`src/rtl/regfile_wb_arbiter_pkg.sv`:
```
// Shared types and sizing for the register-file writeback arbiter.
package regfile_pkg;
  localparam int DATA_W   = 128;
  localparam int ADDR_W   = 4;
  localparam int NUM_REGS = 15;
  localparam logic [ADDR_W-1:0] REG_INVALID = 4'hF;

  typedef struct packed {
    logic              valid;
    logic [ADDR_W-1:0] addr;
    logic [DATA_W-1:0] data;
  } wb_req_t;

  typedef enum logic {GNT_ALU = 1'b0, GNT_LSU = 1'b1} gnt_e;

  function automatic logic addr_ok(input logic [ADDR_W-1:0] a);
    return a != REG_INVALID;
  endfunction
endpackage

```
`src/rtl/regfile_wb_arbiter_if.sv`:
```
// Writeback, reservation and register-file write-port bundle.
interface regfile_wb_if #(
  parameter int DATA_W   = regfile_pkg::DATA_W,
  parameter int ADDR_W   = regfile_pkg::ADDR_W,
  parameter int NUM_REGS = regfile_pkg::NUM_REGS
);
  logic              alu_valid, alu_ready;
  logic [ADDR_W-1:0] alu_addr;
  logic [DATA_W-1:0] alu_data;
  logic              lsu_valid, lsu_ready;
  logic [ADDR_W-1:0] lsu_addr;
  logic [DATA_W-1:0] lsu_data;
  logic              rsv_valid, rsv_ready;
  logic [ADDR_W-1:0] rsv_addr;
  logic                we3;
  logic [ADDR_W-1:0]   ra3;
  logic [DATA_W-1:0]   wd3;
  logic [NUM_REGS-1:0] busy;
  logic                err_addr;

  modport master (
    output alu_valid, alu_addr, alu_data, lsu_valid, lsu_addr, lsu_data,
           rsv_valid, rsv_addr,
    input  alu_ready, lsu_ready, rsv_ready, we3, ra3, wd3, busy, err_addr
  );
  modport slave (
    input  alu_valid, alu_addr, alu_data, lsu_valid, lsu_addr, lsu_data,
           rsv_valid, rsv_addr,
    output alu_ready, lsu_ready, rsv_ready, we3, ra3, wd3, busy, err_addr
  );
endinterface

```
`src/rtl/regfile_wb_arbiter_rr_arbiter2.sv`:
```
// Two-way round-robin arbiter; grant is one-hot, pointer moves only on a grant.
module rr_arbiter2
  import regfile_pkg::*;
(
  input  logic       clk,
  input  logic       rst,
  input  logic [1:0] i_req,
  output logic [1:0] o_gnt
);
  gnt_e r_last;

  // A grant is always a transfer: ready mirrors grant and grant implies request.
  always_comb begin
    o_gnt = 2'b00;
    if (!rst) begin
      if (i_req[0] && (!i_req[1] || r_last == GNT_LSU)) o_gnt = 2'b01;
      else if (i_req[1])                                 o_gnt = 2'b10;
    end
  end

  always_ff @(posedge clk) begin
    if (rst)         r_last <= GNT_LSU;
    else if (|o_gnt) r_last <= o_gnt[1] ? GNT_LSU : GNT_ALU;
  end
endmodule

```
`src/rtl/regfile_wb_arbiter.sv`:
```
// ALU/LSU writeback arbiter driving one registered register-file write port.
// Define WB_SCOREBOARD_EN to build the per-register WAW reservation scoreboard.
module regfile_wb_arbiter #(
  parameter int DATA_W   = regfile_pkg::DATA_W,
  parameter int ADDR_W   = regfile_pkg::ADDR_W,
  parameter int NUM_REGS = regfile_pkg::NUM_REGS
) (
  input logic         clk,
  input logic         rst,
  regfile_wb_if.slave bus
);
  import regfile_pkg::*;

  wb_req_t             w_alu, w_lsu, w_sel;
  logic [1:0]          w_gnt;
  logic                w_wb_ok, w_wb_bad, w_rsv_ready, w_rsv_bad;
  logic [NUM_REGS-1:0] w_busy;
  logic                r_we3, r_err;
  logic [ADDR_W-1:0]   r_ra3;
  logic [DATA_W-1:0]   r_wd3;

  assign w_alu = '{valid: bus.alu_valid, addr: bus.alu_addr, data: bus.alu_data};
  assign w_lsu = '{valid: bus.lsu_valid, addr: bus.lsu_addr, data: bus.lsu_data};

  rr_arbiter2 u_arb (
    .clk   (clk),
    .rst   (rst),
    .i_req ({w_lsu.valid, w_alu.valid}),
    .o_gnt (w_gnt)
  );

  assign w_sel    = w_gnt[1] ? w_lsu : w_alu;
  assign w_wb_ok  = (|w_gnt) &&  addr_ok(w_sel.addr);
  assign w_wb_bad = (|w_gnt) && !addr_ok(w_sel.addr);

`ifdef WB_SCOREBOARD_EN
  logic [NUM_REGS-1:0] r_busy;
  logic                w_rsv_xfer;

  // Address 15 has no busy bit, so it is never stalled.
  assign w_rsv_ready = !rst && (!addr_ok(bus.rsv_addr) || !r_busy[bus.rsv_addr]);
  assign w_rsv_xfer  = bus.rsv_valid && w_rsv_ready;
  assign w_rsv_bad   = w_rsv_xfer && !addr_ok(bus.rsv_addr);
  assign w_busy      = r_busy;

  // Set is written last so a same-edge reserve of the retiring register wins.
  always_ff @(posedge clk) begin
    if (rst) begin
      r_busy <= '0;
    end else begin
      if (w_wb_ok) r_busy[w_sel.addr] <= 1'b0;
      if (w_rsv_xfer && addr_ok(bus.rsv_addr)) r_busy[bus.rsv_addr] <= 1'b1;
    end
  end
`else
  logic w_unused_rsv;
  assign w_unused_rsv = ^{bus.rsv_valid, bus.rsv_addr};
  assign w_rsv_ready  = !rst;
  assign w_rsv_bad    = 1'b0;
  assign w_busy       = '0;
`endif

  always_ff @(posedge clk) begin
    if (rst) begin
      r_we3 <= 1'b0;
      r_ra3 <= '0;
      r_wd3 <= '0;
      r_err <= 1'b0;
    end else begin
      r_we3 <= w_wb_ok;
      r_err <= w_wb_bad || w_rsv_bad;
      if (w_wb_ok) begin
        r_ra3 <= w_sel.addr;
        r_wd3 <= w_sel.data;
      end
    end
  end

  assign bus.alu_ready = w_gnt[0];
  assign bus.lsu_ready = w_gnt[1];
  assign bus.rsv_ready = w_rsv_ready;
  assign bus.we3       = r_we3;
  assign bus.ra3       = r_ra3;
  assign bus.wd3       = r_wd3;
  assign bus.busy      = w_busy;
  assign bus.err_addr  = r_err;
endmodule
```
`src/flat_wrapper.sv`:
```
// flat-port wrapper written by rule: the top's interface ports become plain ports
module regfile_wb_arbiter_flat import regfile_pkg::*;
#(
  parameter int DATA_W   = regfile_pkg::DATA_W,
  parameter int ADDR_W   = regfile_pkg::ADDR_W,
  parameter int NUM_REGS = regfile_pkg::NUM_REGS
)
  (clk, rst, bus_alu_valid, bus_alu_addr, bus_alu_data, bus_lsu_valid, bus_lsu_addr, bus_lsu_data, bus_rsv_valid, bus_rsv_addr, bus_alu_ready, bus_lsu_ready, bus_rsv_ready, bus_we3, bus_ra3, bus_wd3, bus_busy, bus_err_addr);
  regfile_wb_if #(.DATA_W(DATA_W), .ADDR_W(ADDR_W), .NUM_REGS(NUM_REGS)) bus_i ();
  input logic clk;
  input logic rst;
  input wire logic [$bits(bus_i.alu_valid)-1:0] bus_alu_valid;
  input wire logic [$bits(bus_i.alu_addr)-1:0] bus_alu_addr;
  input wire logic [$bits(bus_i.alu_data)-1:0] bus_alu_data;
  input wire logic [$bits(bus_i.lsu_valid)-1:0] bus_lsu_valid;
  input wire logic [$bits(bus_i.lsu_addr)-1:0] bus_lsu_addr;
  input wire logic [$bits(bus_i.lsu_data)-1:0] bus_lsu_data;
  input wire logic [$bits(bus_i.rsv_valid)-1:0] bus_rsv_valid;
  input wire logic [$bits(bus_i.rsv_addr)-1:0] bus_rsv_addr;
  output wire logic [$bits(bus_i.alu_ready)-1:0] bus_alu_ready;
  output wire logic [$bits(bus_i.lsu_ready)-1:0] bus_lsu_ready;
  output wire logic [$bits(bus_i.rsv_ready)-1:0] bus_rsv_ready;
  output wire logic [$bits(bus_i.we3)-1:0] bus_we3;
  output wire logic [$bits(bus_i.ra3)-1:0] bus_ra3;
  output wire logic [$bits(bus_i.wd3)-1:0] bus_wd3;
  output wire logic [$bits(bus_i.busy)-1:0] bus_busy;
  output wire logic [$bits(bus_i.err_addr)-1:0] bus_err_addr;
  assign bus_i.alu_valid = bus_alu_valid;
  assign bus_i.alu_addr = bus_alu_addr;
  assign bus_i.alu_data = bus_alu_data;
  assign bus_i.lsu_valid = bus_lsu_valid;
  assign bus_i.lsu_addr = bus_lsu_addr;
  assign bus_i.lsu_data = bus_lsu_data;
  assign bus_i.rsv_valid = bus_rsv_valid;
  assign bus_i.rsv_addr = bus_rsv_addr;
  assign bus_alu_ready = bus_i.alu_ready;
  assign bus_lsu_ready = bus_i.lsu_ready;
  assign bus_rsv_ready = bus_i.rsv_ready;
  assign bus_we3 = bus_i.we3;
  assign bus_ra3 = bus_i.ra3;
  assign bus_wd3 = bus_i.wd3;
  assign bus_busy = bus_i.busy;
  assign bus_err_addr = bus_i.err_addr;
  regfile_wb_arbiter #(.DATA_W(DATA_W), .ADDR_W(ADDR_W), .NUM_REGS(NUM_REGS)) u_core (.clk(clk), .rst(rst), .bus(bus_i));
endmodule
```
`config.mk`:
```
export PLATFORM = sky130hd
export DESIGN_NAME = regfile_wb_arbiter_flat
export DESIGN_NICKNAME = d
export VERILOG_FILES = /design/src/rtl/regfile_wb_arbiter_pkg.sv /design/src/rtl/regfile_wb_arbiter_if.sv /design/src/rtl/regfile_wb_arbiter_rr_arbiter2.sv /design/src/rtl/regfile_wb_arbiter.sv /design/src/flat_wrapper.sv
export SDC_FILE = /design/constraint.sdc
export NUM_CORES = 1
export LEC_CHECK = 0
export BUFFER_PORTS_ARGS = -buffer_cell sky130_fd_sc_hd__buf_4
export CORE_ASPECT_RATIO = 0.7
export CORE_MARGIN = 10
export CORE_UTILIZATION = 31
export CTS_CLUSTER_SIZE = 40
export DETAILED_ROUTE_END_ITERATION = 10
export PLACE_DENSITY = 0.66
export SYNTH_ARGS = -nofsm -noshare
export SYNTH_HDL_FRONTEND = slang
export SYNTH_HIERARCHICAL = 1
export SYNTH_SLANG_ARGS = --single-unit
```
`constraint.sdc`:
```
create_clock -name clk -period 2.3 [get_ports clk]
set_input_delay 0 -clock clk [delete_from_list [all_inputs] [get_ports clk]]
set_output_delay 0 -clock clk [all_outputs]
set_load 0.005 [all_outputs]
```
After elaboration in Yosys (flattened, before gate mapping)
Cells that the tools add are included.
- bits in registers: 135
- word-level logic and storage cells: 19
- multiplexer cells: 5
- reduce and logical (&&, ||, !) cells: 8
- equality and inequality tests: 1
- operator list (cell ; number):
    $mux 132 ; 1
    $mux 2 ; 3
    $ne 4x4->1 const B ; 1
    $logic_and 1x1->1 ; 3
    $logic_not 1->1 ; 3
    $reduce_or 2->1 ; 1
    $logic_or 1x1->1 ; 1
    $mux 1 ; 1

Longest topological paths before layout
Gate-level depths: netlist of run 1.
- word-level depth: 9
- gate-level depth with buffers: 10
- mapped depth without buffers: 6

Hierarchy
The synthesis of run 1 kept the hierarchy.
- modules (own cells, without submodules) (module ; area each (um^2) ; seq. area each (um^2) ; times used ; cells each):
    regfile_wb_arbiter ; 7762.4 ; 2682.6 ; 1 ; 1046
    rr_arbiter2 ; 60.1 ; 20.0 ; 1 ; 8

Worst setup path before layout of run 1
OpenSTA, ideal clock, no wires.
- path kind: register to register
- start point: register u_core.u_arb.r_last
- end point: register u_core.r_wd3[100], in the netlist u_core/bus.wd3[100]
- path slack: 0.436 ns
- stages on the path, launching flop included: 11
- required time: 2.183 ns
- arrival time: 1.747 ns
- cells stage by stage: dfxtp_1 -> nand2_1 -> and3_1 -> buf_2 -> nand3b_1 -> o22a_1 -> nor2b_1 -> buf_6 -> buf_6 -> buf_6 -> a22o_1
- cells in the longest elaborated chain, start to end: 7
- elaborated cells on any way between the ends: 8
- those cells by class: 1 x eq/ne; 3 x mux; 4 x reduce/logical
- RTL lines (element ; RTL line ; text):
    start: declaration ; regfile_wb_arbiter_rr_arbiter2.sv:10 ; gnt_e r_last;
    start signal: assignment ; regfile_wb_arbiter_rr_arbiter2.sv:23 ; else if (|o_gnt) r_last <= o_gnt[1] ? GNT_LSU : GNT_ALU;
    $logic_or 1x1->1 (*) ; regfile_wb_arbiter_rr_arbiter2.sv:16 ; if (i_req[0] && (!i_req[1] || r_last == GNT_LSU)) o_gnt = 2'b01;
    $logic_and 1x1->1 (*) ; regfile_wb_arbiter_rr_arbiter2.sv:16 ;
    $mux 2 (*) ; regfile_wb_arbiter_rr_arbiter2.sv:16 ;
    $mux 2 (*) ; regfile_wb_arbiter_rr_arbiter2.sv:15 ; if (!rst) begin
    named net bus_lsu_ready ; flat_wrapper.sv:21 ; output wire logic [$bits(bus_i.lsu_ready)-1:0] bus_lsu_ready;
    $mux 132 ; regfile_wb_arbiter.sv:32 ; assign w_sel = w_gnt[1] ? w_lsu : w_alu;
    $ne 4x4->1 ; regfile_wb_arbiter_pkg.sv:17 ; return a != REG_INVALID;
    $logic_and 1x1->1 ; regfile_wb_arbiter.sv:33 ; assign w_wb_ok = (|w_gnt) && addr_ok(w_sel.addr);
    end signal: assignment ; regfile_wb_arbiter.sv:74 ; r_wd3 <= w_sel.data;
    end: declaration ; regfile_wb_arbiter.sv:20 ; logic [DATA_W-1:0] r_wd3;
Mark *: on every way through the listed nets, which the timed path passes. The rest lies on a longest branch.
A chain may end at the register's enable or synchronous reset.

Worst setup path after layout of run 1
- start point: register u_core.u_arb.r_last
- end point: register u_core.r_ra3[1], in the netlist u_core/bus.ra3[1]
- cells in the longest elaborated chain, start to end: 7
- elaborated cells on any way between the ends: 8
- those cells by class: 1 x eq/ne; 3 x mux; 4 x reduce/logical
- RTL lines (element ; RTL line ; text):
    $logic_or 1x1->1 (*) ; regfile_wb_arbiter_rr_arbiter2.sv:16 ;
    $logic_and 1x1->1 (*) ; regfile_wb_arbiter_rr_arbiter2.sv:16 ;
    $mux 2 (*) ; regfile_wb_arbiter_rr_arbiter2.sv:16 ;
    $mux 2 (*) ; regfile_wb_arbiter_rr_arbiter2.sv:15 ;
    $mux 132 ; regfile_wb_arbiter.sv:32 ;
    $ne 4x4->1 ; regfile_wb_arbiter_pkg.sv:17 ;
    $logic_and 1x1->1 ; regfile_wb_arbiter.sv:33 ;
    end signal: assignment ; regfile_wb_arbiter.sv:73 ; r_ra3 <= w_sel.addr;
    end: declaration ; regfile_wb_arbiter.sv:19 ; logic [ADDR_W-1:0] r_ra3;
Every way passes the cells marked *; elsewhere a longest branch is shown, timed or not.

==> flow_summary.yaml, run 1 <==
drt:
  avgViaCountPerCell: 4.88
  dr.first_iter.drc_count: 546
  wire_per_inst_um: 17.3
  wl_um: 30000
  dr_pass1_iterations: 5
  route.antenna.remaining_nets: 0
  drcViolationCount: 0
  route.vias.total: 8455
die:
  fp-row-count: 48
  pin_count: 425
  design.core.area_um2: 24700
  floorplan.die.height_um: 153
  floorplan.initialDensity_pct: 31.6
  die_width_um: 210
  die_area_um2: 32100
hold_path:
  worstHoldStart: "bus_alu_data[86]"
  hp-class: "primary input to flip-flop"
  min_delay_path_depth: 5
  end_point_of_the_worst_hold_path: "u_core/bus.wd3[86]"
layout:
  nFillCells: 2407
  fin_cells: 1732
  drive_gt1_share_pct: 32.1
  final_design_area_no_fill_um2: 11600
  synthToLayoutAreaGrowth_pct: 48.8
  n_antenna_cell: 0
  finalNetCount: 1667
synth:
  synthCells: 1054
  synth_sequential_area_ratio_pct: 34.5
  post_synth_num_cell_types: 26
  number_of_synthesized_flops_with_an_enable_pin: 0
  ys.flop_type: "sky130_fd_sc_hd__dfxtp_1"
  synth_top_cell_area_share_pct: 34.5
  post_synth_main_area_contributors: "sky130_fd_sc_hd__dfxtp_1, sky130_fd_sc_hd__a22o_1, sky130_fd_sc_hd__nor2_1"
  synth-async-reset-ratio_pct: 0
  netlist_area_um2: 7820
  ys_top_cells_by_count: "sky130_fd_sc_hd__nor2_1, sky130_fd_sc_hd__a22o_1, sky130_fd_sc_hd__dfxtp_1"
  ys_ff_latch: 135
  synthDominantAreaCellType: "sky130_fd_sc_hd__dfxtp_1"
  most_used_standard_cell_by_instance_count_after_synthesis: "sky130_fd_sc_hd__nor2_1"
  yosysWarnings: 6
  avgSynthCellArea_um2: 7.42
setup_path:
  endpoint_kind: "flip-flop"
  cpPeakStageDelay_ns: 0.58
  worst_setup_path_start_kind: "flip-flop"
  r2r_start: "u_core/u_arb/r_last"
  r2r_end: "u_core/bus.ra3[1]"
  critical-path-slowest-cell: "sky130_fd_sc_hd__dlygate4sd3_1"
  timing.reg2reg.worst_path_depth: 7
  critical_path_required_ns: 2.61
  arrival_ns: 2.50
  critPathKind: "flip-flop to flip-flop"
  crit_path_cell_trace: "nand2b_1 -> and3_4 -> buf_12 -> nor2b_1 -> o21ai_0 -> dlygate4sd3_1 -> o211a_1"
  startpoint: "u_core/u_arb/r_last"
  critical_path_peak_fanout: 107
  r2r_setup_slack_ns: 0.11
clocking:
  clock_sink_count: 135
  path_clk_slew_ns: 0.07
  cts_htree_levels: 4
  ctsRootBufferMaster: "sky130_fd_sc_hd__clkbuf_16"
  postCtsSetupBuffers: 0
  tritoncts_clock_tree: "built"
  clk_path_buf_depth: 2
  worst_skew_pair.late_latency_ns: 0.42
  numCtsBuffers: 17
power_and_ir_drop:
  cellPowerDensity_nw_per_um2: 642
  power.leakage_nw: 6.03
  max-vdd-ir-drop_uv: 437
placement:
  io_buffer_count: 404
  post-dp-hpwl_um: 21600
  gp_congestion: 0.797
  postPlaceCellArea_um2: 10900
  place_inst: 1689
  dp_slack_ns: 0.433
sta:
  layout_min_cycle_time_ns: 2.19
  finalWorstSetupSlack_ns: 0.107
  fin_setup_tns_ns: 0
  finalSetupViolations: 0
  grt_setup_unrepaired: "no"
  fin_crit_share_pct: 95.3
  finalMaxSlewViolations: 0
  max_freq_mhz: 456
  skew_ns: 0.00791
  finalHoldViolations: 0
  slew_at_the_pin_with_the_worst_max_slew_slack_ns: 1.06
  slew_headroom_pct: 29.7
global_route:
  met2_usage_pct: 27.5
  grt_antenna_before_repair: 0
  globalRoute.totalOverflow: 0
  global_route.usage.met1_pct: 20.8
  busiest_layer: "met2"
  groute.usage.overall_pct: 17.1
  pin_count_of_the_biggest_net_entering_global_routing: 264
  grtUsageMet3_pct: 6.68
  grt_pass1_vias: 7947
  grt_first_pass_wirelength_um: 44700
status:
  status: "complete, no violations"
run:
  cap_violations: 0
## per-stage QoR
stage               power (mW)  hold slack [ns]  util [%]
floorplan                 3.76           0.0860         -
global placement          4.72            0.302      44.1
detailed placement        4.75            0.312      44.1
CTS                       7.55            0.108      46.9
global route              7.89            0.135      47.0
finish                    7.47            0.131      47.0
## kinds of logic after synthesis
| group | after synthesis | synth area share, % |
|---|---|---|
| DFF | 135 | 34.5 |
| and+or+nand+nor | 273 | 13.4 |
| buffers and inverters | 251 | 14.1 |
| AOI/OAI and AO/OA | 394 | 37.9 |
| other | 1 | 0.0479 |
## what timing repair did
action | CTS | global route
hold buffers | 10 | 0
resized for setup | 0 | 1
endpoints found under the setup margin | 0 | 2
endpoints found under the hold margin | 5 | 0
## final cells by class
class,instances,area [um2],share of cell area [%]
repair buffers,425,3340,28.7
clock inverters,13,135,1.16
clock buffers,19,453,3.89
well taps,325,407,3.49
flip-flops and latches,135,2700,23.2
inverters,133,499,4.29
multi-input cells,682,4100,35.2
## cell usage in the layout (no fill, tap or decap), drive strengths merged, types with 2 or more instances in the layout
cell / n
a21oi: 128
a221oi: 3
a22o: 256
and3: 2
buf: 414
clkbuf: 20
clkinv: 4
clkinvlp: 2
conb: 15
dfxtp: 135
dlygate4sd3: 10
inv: 139
nand2: 3
nor2: 260
nor2b: 2
o21a: 3
## routing by layer
layer / vias to the layer above / wire length, um / share of wire, %
met4: 0 / 350 / 1.2
met2: 311 / 14000 / 47
met5: - / 0 / 0
li1: 4269 / - / -
met1: 3856 / 12900 / 43
met3: 19 / 2800 / 9.3
## state kept, by name, indices dropped and copies added, names as in the netlist
name,flops
u_core/u_arb/r_last,1
u_core/bus.ra3,4
u_core/bus.wd3,128
u_core/bus.err_addr,1
u_core/bus.we3,1
## critical path, delay by kind of cell (launching register included)
family                 cells  cell delay (ns)
AND/OR/NAND/NOR            3             0.53
flip-flops                 1             0.34
buffers and inverters      2             0.93
AO/OA/AOI/OAI              2             0.22
## worst max path at each step
stage,endpoint,cells past startpoint
after floorplan,u_core/bus.wd3[100],10
after global placement,u_core/bus.wd3[87],7
after detailed placement,u_core/bus.wd3[87],7
after CTS,u_core/bus.ra3[3],7
after global routing,u_core/bus.ra3[1],7
final,u_core/bus.ra3[1],7
## where the power goes
group          leakage, nW  total [mW]  internal, mW  switching (mW)
Clock                0.283        2.75          1.58            1.17
Sequential            1.12        2.77          2.61           0.157
Combinational         4.62        1.95          1.09           0.860
Total                 6.03        7.47          5.28            2.19
(Power assumes the default switching activity.)
==> run 2: changes to the inputs <==
- CORE_UTILIZATION: 31 -> 35
- PLACE_DENSITY: 0.66 -> 0.72
- RECOVER_POWER: not set -> 25
==> run 2 against run 1 <==
Against the previous run: worst hold slack lost 0.093 ns; total power shrank 1.4%; global-route usage grew 1.8 points; clock skew grew 0.0022 ns; cell area shrank 2.0%; largest power group unchanged; clock-buffer cell count is the same; sequential power is essentially flat; via count shrank 0.45%; critical path depth grew 1; first-iteration DRC count shrank 20%; die area shrank 10%; critical path type unchanged; combinational power shrank 4%.
==> flow_summary.yaml, run 2 (same netlist as run 1, synthesis figures left out) <==
placement:
  io_buffer_count: 404
  place_inst: 1653
  gp_congestion: 0.828
  post-dp-hpwl_um: 21900
setup_path:
  endpoint_kind: "flip-flop"
  critPathKind: "flip-flop to flip-flop"
  critical_path_peak_fanout: 65
  worst_setup_path_start_kind: "flip-flop"
  crit_path_cell_trace: "nand2_1 -> and3_4 -> buf_12 -> buf_12 -> nand2_1 -> o21ai_0 -> dlygate4sd3_1 -> o211a_1"
  critPathBufInv: 3
  cpPeakStageDelay_ns: 0.57
  critical-path-top-delay-family: "buffers and inverters"
  critical-path-slowest-cell: "sky130_fd_sc_hd__dlygate4sd3_1"
  critical_path_required_ns: 2.65
  arrival_ns: 2.43
global_route:
  grt_first_pass_wirelength_um: 44400
  grt_pass1_vias: 7937
  pin_count_of_the_biggest_net_entering_global_routing: 142
  groute.usage.overall_pct: 18.9
  grt_antenna_before_repair: 0
  globalRoute.totalOverflow: 0
clocking:
  post_cts.resized_instances: 0
  cts_htree_levels: 4
  tritoncts_clock_tree: "built"
  path_clk_slew_ns: 0.06
  numCtsBuffers: 17
  postCtsSetupBuffers: 0
  clk_path_buf_depth: 2
  ctsRootBufferMaster: "sky130_fd_sc_hd__clkbuf_16"
  worst_skew_pair.late_latency_ns: 0.41
  cts_hold_buf: 9
  clock_sink_count: 135
sta:
  fin_setup_tns_ns: 0
  slew_at_the_pin_with_the_worst_max_slew_slack_ns: 1.46
  finalMaxSlewViolations: 0
  fin_crit_share_pct: 90.2
  finalHoldViolations: 0
  slew_headroom_pct: 2.41
  max_freq_mhz: 482
  finalSetupViolations: 0
  grt_setup_unrepaired: "no"
  skew_ns: 0.0101
  layout_min_cycle_time_ns: 2.07
drt:
  wl_um: 29100
  wire_per_inst_um: 17.2
  dr_pass1_iterations: 7
  route.vias.total: 8417
  route.antenna.remaining_nets: 0
  avgViaCountPerCell: 4.97
  dr.first_iter.drc_count: 437
  highest-signal-layer: "met4"
  route.met2.wl_um: 13900
  routedLengthMet1_um: 11800
  drcViolationCount: 0
  wl_met3_um: 2990
layout:
  final_common_cell: "sky130_fd_sc_hd__buf_4"
  n_antenna_cell: 0
  mostFrequentLayoutCells: "sky130_fd_sc_hd__buf_4, sky130_fd_sc_hd__nor2_1, sky130_fd_sc_hd__a22o_1"
  drive_gt1_share_pct: 28.6
  largest_register_ffs: 128
  fin_cells: 1693
  finalNetCount: 1672
  nFillCells: 2123
  synthToLayoutAreaGrowth_pct: 45.8
status:
  status: "complete, no violations"
die:
  die_width_um: 199
  design.core.area_um2: 21800
  floorplan.die.height_um: 145
  pin_count: 425
  die_area_um2: 28800
  floorplan.initialDensity_pct: 35.8
  fp-row-count: 45
run:
  cap_violations: 0
power_and_ir_drop:
  power.leakage_nw: 5.83
  max-vdd-ir-drop_uv: 453
  cellPowerDensity_nw_per_um2: 646
hold_path:
  hp-class: "primary input to flip-flop"
run 2: cell count changes in the layout (fill, tap and decap cells not counted), moves of 3 or more:
cell / change
sky130_fd_sc_hd__buf_4: -61
sky130_fd_sc_hd__clkbuf_1: +53
sky130_fd_sc_hd__clkbuf_4: +17
sky130_fd_sc_hd__inv_6: -5
sky130_fd_sc_hd__clkinv_2: +3
run 2: path summary, 6_finish.rpt:
| path | startpoint | to | depth (start not counted) | slack (ns) |
|---|---|---|---|---|
| max | u_core/u_arb/r_last | u_core/bus.ra3[1] | 8 | 0.23 |
| min reg2reg | u_core/bus.ra3[3] | u_core/bus.ra3[3] | 1 | 0.46 |
| min | bus_alu_addr[2] | u_core/bus.ra3[2] | 4 | 0.04 |
| max reg2reg | u_core/u_arb/r_last | u_core/bus.ra3[1] | 8 | 0.23 |
run 2: worst reg2reg max path, cell delays in order, from the launching register on:
cell and delay [ns]:
sky130_fd_sc_hd__dfxtp_1 0.31, sky130_fd_sc_hd__nand2_1 0.08, sky130_fd_sc_hd__and3_4 0.29, sky130_fd_sc_hd__buf_12 0.26, sky130_fd_sc_hd__buf_12 0.23, sky130_fd_sc_hd__nand2_1 0.07
sky130_fd_sc_hd__o21ai_0 0.08, sky130_fd_sc_hd__dlygate4sd3_1 0.57, sky130_fd_sc_hd__o211a_1 0.14
run 2: layout make-up:
class | instances | area (um2) | share of cell area [%]
multi-input combinational | 682 | 4100 | 35.9
timing repair buffer | 430 | 3160 | 27.7
sequential | 135 | 2700 | 23.7
inverter | 133 | 499 | 4.38
clock buffer | 19 | 433 | 3.80
tap | 282 | 353 | 3.09
clock inverter | 12 | 155 | 1.36
run 2: per-layer routing:
layer / global-route usage [%] / up-vias
met5: 0 / -
met4: 4.56 / 0
met3: 7.82 / 21
met2: 31.3 / 312
met1: 22.1 / 3808
li1: - / 4276
run 2: through the flow:
step                setup slack, ns  hold slack, ns  util (%)  area, um2  power, mW
finish                        0.226          0.0382      52.2      11400       7.37
global route                 0.0544          0.0620      52.2      11400       7.78
floorplan                     0.436          0.0860         -       7880       3.76
detailed placement            0.339           0.314      50.0      10900       4.75
global placement              0.400           0.302      50.0      10900       4.71
CTS                           0.251         0.00481      53.1      11600       7.53
run 2: power by group:
group | total, mW | internal, mW | switching (mW)
sequential | 2.77 | 2.61 | 0.155
combinational | 1.87 | 1.01 | 0.853
clock | 2.73 | 1.70 | 1.04
